$ cat src/rtl/syscall_pkg.sv
// Shared syscall codes and UART transmitter state encoding for the FASVR syscall path.
package syscall_pkg;

    localparam logic [7:0] SYS_EXIT     = 8'h01;
    localparam logic [7:0] SYS_PUTCHAR  = 8'h03;
    localparam logic [7:0] SYS_PUTFLOAT = 8'h04;

    typedef enum logic [1:0] {
        IDLE  = 2'd0,
        START = 2'd1,
        DATA  = 2'd2,
        STOP  = 2'd3
    } uart_tx_state_t;

endpackage

$ cat src/rtl/uart_tx_serializer.sv
// 8N1 UART transmitter: pops one byte when idle and shifts it out LSB first at DIV clocks per bit.
module uart_tx_serializer
    import syscall_pkg::*;
#(
    parameter int DIV = 868
) (
    input  logic       clock,
    input  logic       reset,
    input  logic [7:0] byte_data,
    input  logic       byte_valid,
    output logic       byte_ready,
    output logic       txd,
    output logic       idle
);

    localparam int CW = (DIV > 1) ? $clog2(DIV) : 1;
    localparam logic [CW-1:0] DIV_LAST = CW'(DIV - 1);

    uart_tx_state_t state_r, state_s;
    logic [CW-1:0]  baud_r, baud_s;
    logic [2:0]     bit_r, bit_s;
    logic [7:0]     shift_r, shift_s;
    logic           txd_r, txd_s;
    logic           baud_tick_s;

    assign baud_tick_s = (baud_r == DIV_LAST);
    assign byte_ready  = (state_r == IDLE);
    assign idle        = (state_r == IDLE);
    assign txd         = txd_r;

    // Next-state, baud/bit counting and line level; the line is registered so it lags state by a cycle.
    always_comb begin
        state_s = state_r;
        baud_s  = baud_r;
        bit_s   = bit_r;
        shift_s = shift_r;
        txd_s   = 1'b1;
        case (state_r)
            IDLE: begin
                txd_s  = 1'b1;
                baud_s = '0;
                bit_s  = 3'd0;
                if (byte_valid) begin
                    shift_s = byte_data;
                    state_s = START;
                end else begin
                    state_s = IDLE;
                end
            end
            START: begin
                txd_s = 1'b0;
                if (baud_tick_s) begin
                    baud_s  = '0;
                    state_s = DATA;
                end else begin
                    baud_s = baud_r + CW'(1);
                end
            end
            DATA: begin
                txd_s = shift_r[0];
                if (baud_tick_s) begin
                    baud_s  = '0;
                    shift_s = {1'b0, shift_r[7:1]};
                    if (bit_r == 3'd7) begin
                        bit_s   = 3'd0;
                        state_s = STOP;
                    end else begin
                        bit_s = bit_r + 3'd1;
                    end
                end else begin
                    baud_s = baud_r + CW'(1);
                end
            end
            STOP: begin
                txd_s = 1'b1;
                if (baud_tick_s) begin
                    baud_s  = '0;
                    state_s = IDLE;
                end else begin
                    baud_s = baud_r + CW'(1);
                end
            end
            default: begin
                state_s = IDLE;
                baud_s  = '0;
                bit_s   = 3'd0;
                txd_s   = 1'b1;
            end
        endcase
    end

    // Transmitter state register; reset aborts any frame in flight and returns the line high.
    always_ff @(posedge clock) begin
        if (!reset) begin
            state_r <= IDLE;
            baud_r  <= '0;
            bit_r   <= 3'd0;
            shift_r <= 8'h00;
            txd_r   <= 1'b1;
        end else begin
            state_r <= state_s;
            baud_r  <= baud_s;
            bit_r   <= bit_s;
            shift_r <= shift_s;
            txd_r   <= txd_s;
        end
    end

endmodule

$ cat src/rtl/syscall_uart_bridge.sv
// Syscall decode, tohost mirror and putchar FIFO feeding the UART serializer.
module syscall_uart_bridge
    import syscall_pkg::*;
#(
    parameter int CLOCK_FREQ = 100_000_000,
    parameter int BAUD_RATE  = 115200,
    parameter int FIFO_DEPTH = 8
) (
    input  logic        clock,
    input  logic        reset,
    input  logic        io_syscall_valid,
    output logic        io_syscall_ready,
    input  logic [7:0]  io_syscall_code,
    input  logic [31:0] io_syscall_arg,
    output logic [7:0]  io_tohost,
    output logic [31:0] io_tohost_arg,
    output logic        io_uart_txd,
    output logic        io_exited,
    output logic [31:0] io_exit_code
);

    localparam int DIV = CLOCK_FREQ / BAUD_RATE;
    localparam int AW  = $clog2(FIFO_DEPTH);

    logic [7:0]  fifo_mem_r [FIFO_DEPTH];
    logic [AW:0] wr_ptr_r, rd_ptr_r;
    logic        fifo_full_s, fifo_empty_s;
    logic        ready_s, fire_s, push_s, pop_s;
    logic        tx_ready_s, ser_idle_s, tx_idle_s;
    logic [7:0]  tohost_r;
    logic [31:0] tohost_arg_r, exit_code_r;
    logic        exited_r;

    // Extra wrap bit distinguishes full from empty when the index bits match.
    assign fifo_empty_s = (wr_ptr_r == rd_ptr_r);
    assign fifo_full_s  = (wr_ptr_r[AW] != rd_ptr_r[AW]) &&
                          (wr_ptr_r[AW-1:0] == rd_ptr_r[AW-1:0]);
    assign tx_idle_s    = ser_idle_s & fifo_empty_s;
    assign fire_s       = io_syscall_valid & ready_s;
    assign push_s       = fire_s & (io_syscall_code == SYS_PUTCHAR);
    assign pop_s        = tx_ready_s & ~fifo_empty_s;

    assign io_syscall_ready = ready_s;
    assign io_tohost        = tohost_r;
    assign io_tohost_arg    = tohost_arg_r;
    assign io_exited        = exited_r;
    assign io_exit_code     = exit_code_r;

    // Acceptance depends only on the code and bridge state, never on this cycle's pop.
    always_comb begin
        ready_s = 1'b0;
        if (exited_r) begin
            ready_s = 1'b0;
        end else begin
            case (io_syscall_code)
                SYS_PUTCHAR: ready_s = ~fifo_full_s;
                SYS_EXIT:    ready_s = fifo_empty_s & tx_idle_s;
                default:     ready_s = 1'b1;
            endcase
        end
    end

    // Putchar byte FIFO; simultaneous push and pop both take effect.
    always_ff @(posedge clock) begin
        if (!reset) begin
            wr_ptr_r <= '0;
            rd_ptr_r <= '0;
        end else begin
            if (push_s) begin
                fifo_mem_r[wr_ptr_r[AW-1:0]] <= io_syscall_arg[7:0];
                wr_ptr_r <= wr_ptr_r + (AW+1)'(1);
            end
            if (pop_s) begin
                rd_ptr_r <= rd_ptr_r + (AW+1)'(1);
            end
        end
    end

    // Mirror of accepted requests and sticky exit status.
    always_ff @(posedge clock) begin
        if (!reset) begin
            tohost_r     <= 8'h00;
            tohost_arg_r <= 32'h0000_0000;
            exited_r     <= 1'b0;
            exit_code_r  <= 32'h0000_0000;
        end else begin
            tohost_r <= fire_s ? io_syscall_code : 8'h00;
            if (fire_s) begin
                tohost_arg_r <= io_syscall_arg;
            end
            if (fire_s && (io_syscall_code == SYS_EXIT)) begin
                exited_r    <= 1'b1;
                exit_code_r <= io_syscall_arg;
            end
        end
    end

    uart_tx_serializer #(
        .DIV (DIV)
    ) u_tx (
        .clock      (clock),
        .reset      (reset),
        .byte_data  (fifo_mem_r[rd_ptr_r[AW-1:0]]),
        .byte_valid (~fifo_empty_s),
        .byte_ready (tx_ready_s),
        .txd        (io_uart_txd),
        .idle       (ser_idle_s)
    );

endmodule

$ cat config.mk
export PLATFORM = sky130hd
export DESIGN_NAME = syscall_uart_bridge
export DESIGN_NICKNAME = d
export VERILOG_FILES = /design/src/rtl/syscall_pkg.sv /design/src/rtl/uart_tx_serializer.sv /design/src/rtl/syscall_uart_bridge.sv
export SDC_FILE = /design/constraint.sdc
export NUM_CORES = 1
export LEC_CHECK = 0
export BUFFER_PORTS_ARGS = -buffer_cell sky130_fd_sc_hd__buf_2
export CORE_MARGIN = 2
export CORE_UTILIZATION = 50
export CTS_BUF_LIST = sky130_fd_sc_hd__clkbuf_4 sky130_fd_sc_hd__clkbuf_8
export DETAILED_ROUTE_END_ITERATION = 10
export HOLD_SLACK_MARGIN = 0.06
export PLACE_DENSITY = 0.82
export SLEW_MARGIN = 20
export SYNTH_ARGS = -nofsm -noshare
export SYNTH_HDL_FRONTEND = slang
export SYNTH_HIERARCHICAL = 1
export SYNTH_SLANG_ARGS = --single-unit
$ cat constraint.sdc
create_clock -name clock -period 3.65 [get_ports clock]
set_input_delay 0.5475 -clock clock [delete_from_list [all_inputs] [get_ports clock]]
set_output_delay 0.5475 -clock clock [all_outputs]
set_load 0.01 [all_outputs]
# After elaboration in Yosys (flattened, before gate mapping)
# Memories as Yosys holds them, arrays and structs flattened. A register that Yosys moved wholly into a read port is not among the register bits.
# Index checks and enable logic that the tools add are counted.
# op_classes
add_sub_neg	4
eq_ne	15
muxes	22
bitwise_logic	7
reduce_logical	10
# op_table
operator	n
one-hot mux 10 bit (2 select lines)	1
two-way mux 8 bit	2
one-hot mux 8 bit (2 select lines)	1
two-way mux 3 bit	4
adder 10 x 1 -> 10 bit, second input constant	1
== test 10 bit, second input constant	1
two-way mux 10 bit	1
adder 4 x 1 -> 4 bit, second input constant	2
== test 8 x 1 -> 1 bit, second input constant	1
== test 8 x 2 -> 1 bit, second input constant	1
two-way mux 2 bit	4
inequality test 2 x 1 -> 1 bit, second input constant	4
one-hot mux 2 bit (4 select lines)	1
one-hot mux 3 bit (2 select lines)	1
AND 1 bit	5
two-way mux 1 bit	5
== test 2 bit, second input constant	2
== test 4 bit	1
AND reduction 2 bit	2
AND reduction 4 bit	1
adder 3 x 1 -> 3 bit, second input constant	1
== test 3 bit	1
== test 3 bit, second input constant	1
one-hot mux 1 bit (3 select lines)	1
other kinds (11)	13
# totals
regBits	105
ram_bits	64
in_bits	43
out_inout_bits	75
elab_cells	70
mem_count	1
# memory_table
name	depth	width	read_ports	rd_clocked_by_memory_dff	wr	line_no	text
fifo_mem_r	8	8	1	1	1	syscall_uart_bridge.sv:25	logic [7:0] fifo_mem_r [FIFO_DEPTH];

# Depth between registers and ports, before layout
# Gate-level depths: netlist (run 1).
# depth
ltp_word	10
depth_mapped	9
depth_no_buf	6

# Modules after synthesis
# The synthesis (run 1) kept the hierarchy.
# by_module_without_submodules
mod	instances	cells_each	area_each_um2	seq_area_each_um2
syscall_uart_bridge	1	441	5749.3	3603.5
uart_tx_serializer	1	132	1209.9	480.5

# Worst setup path after synthesis (run 1)
# No wires, ideal clock.
# synth_timing
kind	input -> register
startpoint	input io_syscall_code[6]
endpoint	memory fifo_mem_r[7][0] (enable)
setup_ns	0.398
t_arrival_ns	2.481
t_required_ns	3.252
path_slack_ns	0.771
path_stages	3
n_path_buf	0
cell_sequence	or4b_4 or3_4 nor4b_1
# synth_via
elab_chain_cells	8
elab_cells_between_ends	9
cone_classes	eq/ne (2); mux (5); bitwise (2)
# synth_lines
element	line_no	text
start, declared	syscall_uart_bridge.sv:13	input logic [7:0] io_syscall_code,
== test 8 x 1 -> 1 bit or == test 8 x 2 -> 1 bit (tied branches)	syscall_uart_bridge.sv:55, syscall_uart_bridge.sv:40	
one-hot mux 1 bit (2 select lines)	syscall_uart_bridge.sv:55	case (io_syscall_code)
two-way mux 1 bit	syscall_uart_bridge.sv:52	if (exited_r) begin
AND 1 bit	syscall_uart_bridge.sv:39	assign fire_s = io_syscall_valid & ready_s;
AND 1 bit *	syscall_uart_bridge.sv:40	assign push_s = fire_s & (io_syscall_code == SYS_PUTCHAR);
two-way mux 1 bit *	syscall_uart_bridge.sv:69	if (push_s) begin
two-way mux 1 bit *	syscall_uart_bridge.sv:65	if (!reset) begin
two-way mux 1 bit (not written as such) *	syscall_uart_bridge.sv:70	fifo_mem_r[wr_ptr_r[AW-1:0]] <= io_syscall_arg[7:0];
end, declared	syscall_uart_bridge.sv:25	
# Mark *: on every way between the ends. The rest lies on a longest branch, timed or not.

# Final worst setup path (run 1)
# layout_timing
startpoint	register wr_ptr_r[1]
endpoint	register tohost_arg_r[4], in the netlist io_tohost_arg[4]
# layout_via
elab_chain_cells	6
elab_cells_between_ends	9
cone_classes	eq/ne (2); mux (2); bitwise (4); reduce/logical (1)
# layout_lines
element	line_no	text
start, declared	syscall_uart_bridge.sv:26	logic [AW:0] wr_ptr_r, rd_ptr_r;
start signal, assigned	syscall_uart_bridge.sv:71	wr_ptr_r <= wr_ptr_r + (AW+1)'(1);
== test 4 bit or == test 3 bit (tied branches)	syscall_uart_bridge.sv:35, syscall_uart_bridge.sv:37	
AND 1 bit or logical AND 1 bit (tied branches)	syscall_uart_bridge.sv:38, syscall_uart_bridge.sv:36	
AND 1 bit or inverter 1 bit (tied branches)	syscall_uart_bridge.sv:57, syscall_uart_bridge.sv:56	
one-hot mux 1 bit (2 select lines) *	syscall_uart_bridge.sv:55	
two-way mux 1 bit *	syscall_uart_bridge.sv:52	
AND 1 bit *	syscall_uart_bridge.sv:39	
end signal, assigned	syscall_uart_bridge.sv:89	tohost_arg_r <= io_syscall_arg;
end, declared	syscall_uart_bridge.sv:31	logic [31:0] tohost_arg_r, exit_code_r;
# Marks and branches as above.
# A chain may end at the register's enable or synchronous reset.

==> impl_metrics.toml, run 1 <==
[grt]
grt_first_pass_wirelength_um = 23100
grt_max_degree = 94
grt_pass1_vias = 4747
grtUsageTotal_pct = 19.8
grt-ovfl-total = 0
antenna_found_initial = 0

[detailed_routing]
ant_nets = 0
wirelength_met1_um = 6010
route.vias.total = 4630
top_layer_used = "met4"
vias_per_cell = 5.26
firstDrtPassIters = 4
wl_per_cell_um = 15.7
dr_wl_met2_um = 6790
drtIter0Drc = 202
wl_um = 13800
wl_met3_um = 908
drc = 0

[worst_setup_path]
cp.arrival_ps = 3030
critPathMaxStageDelay_ps = 640
r2r-start = "wr_ptr_r[1]"
r2r-end = "io_tohost_arg[4]"
crit_chain = "xnor2_1 > nand4_1 > a221oi_4 > buf_4 > mux2i_1"
crit_type = "register to register"
crit_path_start_kind = "register"
crit_fanout = 28
rr_worst_depth = 5
crit_buf_inv = 1
cp.required_ps = 4010
cp_top_family = "compound AO/OA/AOI/OAI gates"
critPathSlowestCell = "a221oi_4"
reg2reg_slack_ps = 970
end_kind = "register"

[die]
die_w_um = 122
die_h_um = 122
rows = 43
pin_count = 118
start_util_pct = 50.7
core_area_sq_mm = 0.0137
die_area_sq_mm = 0.0149

[timing]
finalMaxSlewViolations = 0
max_freq_mhz = 374
setup_viol = 0
slew_headroom_pct = 35.1
rsz0062_at_grt = "no"
period_minus_slack_ps = 2680
hold_viol = 0
finalSetupTns_ps = 0
whs_ps = 347
setup_ws_ps = 974
final.setup_skew_ps = 18.3
timing.final.crit_share_pct = 73.3
worstMarginPinSlew_ps = 960

[min_path]
hold_end = "io_tohost[0]"
hp-class = "primary input to register"
hold_path.startpoint = "io_syscall_code[0]"
hold_depth = 2

[logic_synthesis]
ys_seq_area_share_pct = 58.7
synth_largest_area_cell = "dfxtp_1"
netlist_area_sq_mm = 0.00696
dominantRegCellSynth = "dfxtp_1"
synth_top_cell_area_share_pct = 31.1
synth_warnings = 6
synth_fp_nets = 625
ys_types = 50
synthTopCellsByArea = "dfxtp_1, edfxtp_1, mux2i_1"
syn-instance-count = 573
ys_ff_latch = 172
syn_area_per_cell_sq_um = 12.1
ys_async_sr_fraction_pct = 0
synth_edf_count = 64

[final_layout]
fin_cells = 880
fin_util_pct = 58.8
area_delta_synth_final_pct = 16.0
drive_gt1_share_pct = 29.2
nFillCells = 1098
nNetsFinal = 738

[clock_network]
cts_tree = "yes"
cts_made_buffers = 17
holdBufCountCts = 0
cts_setup_buffers = 0
clockRootBuffer = "clkbuf_8"
insertion_delay_ps = 440
h-tree-depth = 4
clock_path_buffers = 2
clkSinkCount = 172
post_cts_resized = 0
path_clk_slew_ps = 90

[place]
dpl_worst_slack_ps = 1030
hpwlAfterDp_um = 9520
numPortBuffers = 117
gp_congestion = 0.756
dp.cells = 847

[power]
p_leak_nw = 3.27
ir_drop_uv = 310
pwr_density_cell_mw_per_mm2 = 497

[status]
status = "completed"

[job]
drv_cap = 0
==> registers in the layout (all words and copies together) (netlist names), named ones only <==
signal	flops
u_tx/baud_r	10
wr_ptr_r	4
u_tx/shift_r	8
io_tohost	8
u_tx/bit_r	3
io_tohost_arg	32
u_tx/state_r	2
io_exited	1
rd_ptr_r	4
u_tx/txd	1
io_exit_code	32
fifo_mem_r	64
==> synth_stat cells, types with 8 or more instances <==
master / number
and3_1: 8
clkbuf_1: 17
dfxtp_1: 108
edfxtp_1: 64
ha_1: 9
inv_1: 9
mux2_2: 15
mux2i_1: 78
mux4_2: 16
nand2_1: 125
nand3_1: 8
nor2_1: 18
nor3_1: 8
xnor2_1: 9
xor2_1: 8
==> how the worst max path moves through the flow <==
stage | startpoint | endpoint | slack [ps] | cells past startpoint
floorplan | io_syscall_code[6] | fifo_mem_r[7][0] | 770 | 3
global placement | wr_ptr_r[1] | fifo_mem_r[7][5] | 1070 | 5
detailed placement | io_syscall_code[6] | io_exit_code[26] | 1030 | 6
CTS | wr_ptr_r[1] | fifo_mem_r[7][6] | 1000 | 5
global route | wr_ptr_r[1] | fifo_mem_r[7][6] | 760 | 5
finish | wr_ptr_r[1] | io_tohost_arg[4] | 970 | 5
==> layer usage <==
| metal | global-route usage, % | vias up |
|---|---|---|
| li1 | - | 2255 |
| met1 | 26.0 | 2242 |
| met2 | 32.2 | 125 |
| met3 | 6.04 | 8 |
| met4 | 4.89 | 0 |
| met5 | 0 | - |
==> area by class of cell <==
class	instances	area, sq um	area share (%)
clock inverter	14	138	1.70
multi-input combinational	357	2660	33.0
timing repair buffer	129	678	8.40
tap	180	225	2.79
sequential	172	4080	50.6
clock buffer	18	248	3.07
inverter	9	33.8	0.418
antenna	1	2.50	0.0310
==> power breakdown <==
part / switching (mW) / leakage, nW / internal [mW]
clock: 0.703 / 0.196 / 0.572
sequential: 0.0472 / 1.45 / 2.06
combinational: 0.335 / 1.63 / 0.298
total: 1.09 / 3.27 / 2.93
==> stage by stage <==
stage / total power [mW] / instance area [sq um]
finish: 4.01 / 8070
global route: 4.21 / 8070
CTS: 4.05 / 8070
detailed placement: 2.78 / 7680
global placement: 2.75 / 7680
floorplan: 2.63 / 6960
==> cells in the final DEF, fill, tap and decap left out, drive strengths merged, types with 3 or more instances in the layout <==
cell type  instances
edfxtp            64
nor4               5
nor3               8
nor2              18
nand4              7
ha                 9
and3               9
nand2            125
clkinv             8
clkbuf            18
a21oi              5
dfxtp            108
mux2i             78
inv               13
mux4              16
nand3              9
xnor2              9
o21ai              4
or3                4
nand2b             3
xor2               8
mux2              15
buf              129
==> kinds of logic after synthesis <==
kind of cell	after synthesis	synth area share, %
and+or+nand+nor	200	13.2
DFF	172	58.7
muxes	109	18.8
buffers and inverters	44	3.36
AOI/OAI and AO/OA	22	2.19
xor gates and xnor gates	17	2.14
adders and majority gates	9	1.62
==> worst reg2reg max path: stages, from the launching register on <==
cell and delay (ps):
dfxtp_1 620, xnor2_1 250, nand4_1 240, a221oi_4 640, buf_4 550, mux2i_1 300
No activity file was read; power rests on OpenSTA's default activity.
==> run 2, diff against run 1 <==
--- a/config.mk
+++ b/config.mk
@@ -5,6 +5,7 @@
 export SDC_FILE = /design/constraint.sdc
 export NUM_CORES = 1
 export LEC_CHECK = 0
+export ABC_AREA = 1
 export BUFFER_PORTS_ARGS = -buffer_cell sky130_fd_sc_hd__buf_2
 export CORE_MARGIN = 2
 export CORE_UTILIZATION = 50
==> constraint.sdc (replaced) <==
create_clock -name clock -period 2.67 [get_ports clock]
set_input_delay 0.4005 -clock clock [delete_from_list [all_inputs] [get_ports clock]]
set_output_delay 0.4005 -clock clock [all_outputs]
set_load 0.01 [all_outputs]
==> run 2 against run 1 <==
Sequential share of layout area fell by 3.5 points; via count rose by 26%; first-iteration DRC count rose by 60%; register-to-register slack got worse by 400 ps.
==> impl_metrics.toml, run 2 <==
[status]
status = "completed"

[power]
p_leak_nw = 3.87
ir_drop_uv = 392
pwr_density_cell_mw_per_mm2 = 721

[timing]
rsz0062_at_grt = "no"
period_minus_slack_ps = 2240
finalMaxSlewViolations = 0
setup_viol = 0
max_freq_mhz = 447
timing.final.crit_share_pct = 83.7
finalSetupTns_ps = 0
worstMarginPinSlew_ps = 739
final.setup_skew_ps = 18.4
slew_headroom_pct = 50.7
hold_viol = 0

[final_layout]
drive_gt1_share_pct = 21.6
largest_register_ffs = 64
area_delta_synth_final_pct = 15.3
multi_input_area_sq_mm = 0.00278
layout_common_cells = "nor2_1, nand2_1, buf_2"
diodes = 0
nNetsFinal = 1047
regArea_sq_mm = 0.00408
final_common_cell = "nor2_1"
stdcell_area_sq_mm = 0.00867
nFillCells = 1247

[detailed_routing]
ant_nets = 0
vias_per_cell = 4.91
route.vias.total = 5848
top_layer_used = "met4"
wl_per_cell_um = 13.7
wl_met3_um = 1130
drtIter0Drc = 324
dr_wl_met2_um = 7820
drc = 0
wl_um = 16300
firstDrtPassIters = 6
wirelength_met1_um = 7110

[logic_synthesis]
synth_fp_nets = 928
ys_ff_latch = 172
syn-instance-count = 876
synth_largest_area_cell = "dfxtp_1"
netlist_area_sq_mm = 0.00751
synth_common_cells = "nor2_1, nand2_1, dfxtp_1, inv_1, edfxtp_1"
synth_top_cell_area_share_pct = 28.8
dominantRegCellSynth = "dfxtp_1"
synthTopCellsByArea = "dfxtp_1, edfxtp_1, nor2_1"
synth_edf_count = 64
ys_seq_area_share_pct = 54.3
syn_area_per_cell_sq_um = 8.58
ys_types = 39
synth.most_common_cell = "nor2_1"
synth_warnings = 6
ys_async_sr_fraction_pct = 0

[die]
rows = 44
die_w_um = 127
start_util_pct = 51.5
die_area_sq_mm = 0.0160
core_area_sq_mm = 0.0146
pin_count = 118
die_h_um = 127

[worst_setup_path]
crit_path_start_kind = "register"
end_kind = "output pin"
cp.arrival_ps = 1840
rr_worst_depth = 6
crit_fanout = 4
crit_type = "register to output pin"
cp.required_ps = 2270

[clock_network]
insertion_delay_ps = 470
cts_setup_buffers = 0
cts_made_buffers = 17
post_cts_resized = 0
holdBufCountCts = 0
clkSinkCount = 172
h-tree-depth = 4
clockRootBuffer = "clkbuf_8"
path_clk_slew_ps = 80
cts_tree = "yes"
clock_path_buffers = 2

[min_path]
hold_depth = 3
hp-class = "primary input to register"

[grt]
grtUsageTotal_pct = 21.1
grt_pass1_vias = 5640
antenna_found_initial = 0
grt-ovfl-total = 0
grt_max_degree = 87
grt_first_pass_wirelength_um = 27000

[job]
drv_cap = 0

[place]
dpl_cell_area_sq_mm = 0.00829
numPortBuffers = 117
hpwlAfterDp_um = 11200
gp_congestion = 0.819
-- run 2: changes by cell type after synthesis, sizes merged, moves of 9 or more --
| cell | before | now |
|---|---|---|
| inv | 9 | 117 |
| nand3 | 9 | 21 |
| nor3 | 8 | 24 |
| nand2 | 125 | 172 |
| mux2i | 78 | 7 |
| a31oi | 0 | 9 |
| a21oi | 5 | 21 |
| nor3b | 2 | 22 |
| o21bai | 0 | 12 |
| mux2 | 15 | 0 |
| o21ai | 4 | 34 |
| and3 | 9 | 0 |
| mux4 | 16 | 0 |
| nor2 | 18 | 194 |
-- run 2: layout make-up --
cell class / instances / share of cell area [%]
Multi-Input combinational cell: 550 / 32.0
Inverter: 118 / 5.11
Tap cell: 184 / 2.66
Clock inverter: 10 / 1.02
Timing Repair Buffer: 136 / 8.69
Clock buffer: 22 / 3.35
Sequential cell: 172 / 47.1
-- run 2: cells by family (layout without fill, tap and decap cells) --
group	Yosys count	in the layout	share of synthesized area [%]
buf+inv	154	286	8.69
simple gates	444	444	27.5
mux	7	7	0.932
flops	172	172	54.3
xor+xnor	6	6	0.699
compound gates	84	84	6.33
fa+ha+maj	9	9	1.50
-- run 2: per-layer routing --
layer | global-route usage (%) | vias up
met5 | 0 | -
met4 | 7.69 | 0
met3 | 6.16 | 20
met2 | 35.4 | 178
met1 | 25.9 | 2650
li1 | - | 3000
-- run 2: worst max-delay path: stages (launching register included) --
cell and delay [ps]:
dfxtp_1 350, inv_1 90, ha_1 250, inv_1 80
nor2_1 120, nand2_1 120, a31oi_1 180, buf_2 170
-- run 2: where the power goes --
group	total (mW)	switching, mW	internal, mW	leakage (nW)
Clock	1.75	0.922	0.830	0.196
Combinational	1.56	1.01	0.552	2.22
Sequential	2.94	0.0865	2.85	1.46
-- run 2: final timing paths --
check                      from          endpoint  slack, ps
min reg2reg     u_tx/shift_r[7]   u_tx/shift_r[7]        460
max             u_tx/state_r[0]  io_syscall_ready        430
min          io_syscall_code[5]      io_tohost[5]        160
max reg2reg     u_tx/state_r[0]   u_tx/state_r[0]        570
-- run 2: metrics by stage --
step	power [mW]	cells	setup WS, ps	hold WS [ps]	util, %
4_1_cts	6.28	1192	422	130	59.4
6_report	6.25	1192	434	157	59.4
5_1_grt	6.60	1192	320	139	59.4
3_3_place_gp	4.51	1160	375	441	56.8
2_1_floorplan	4.19	876	487	430	-
3_5_place_dp	4.55	1160	327	453	56.8
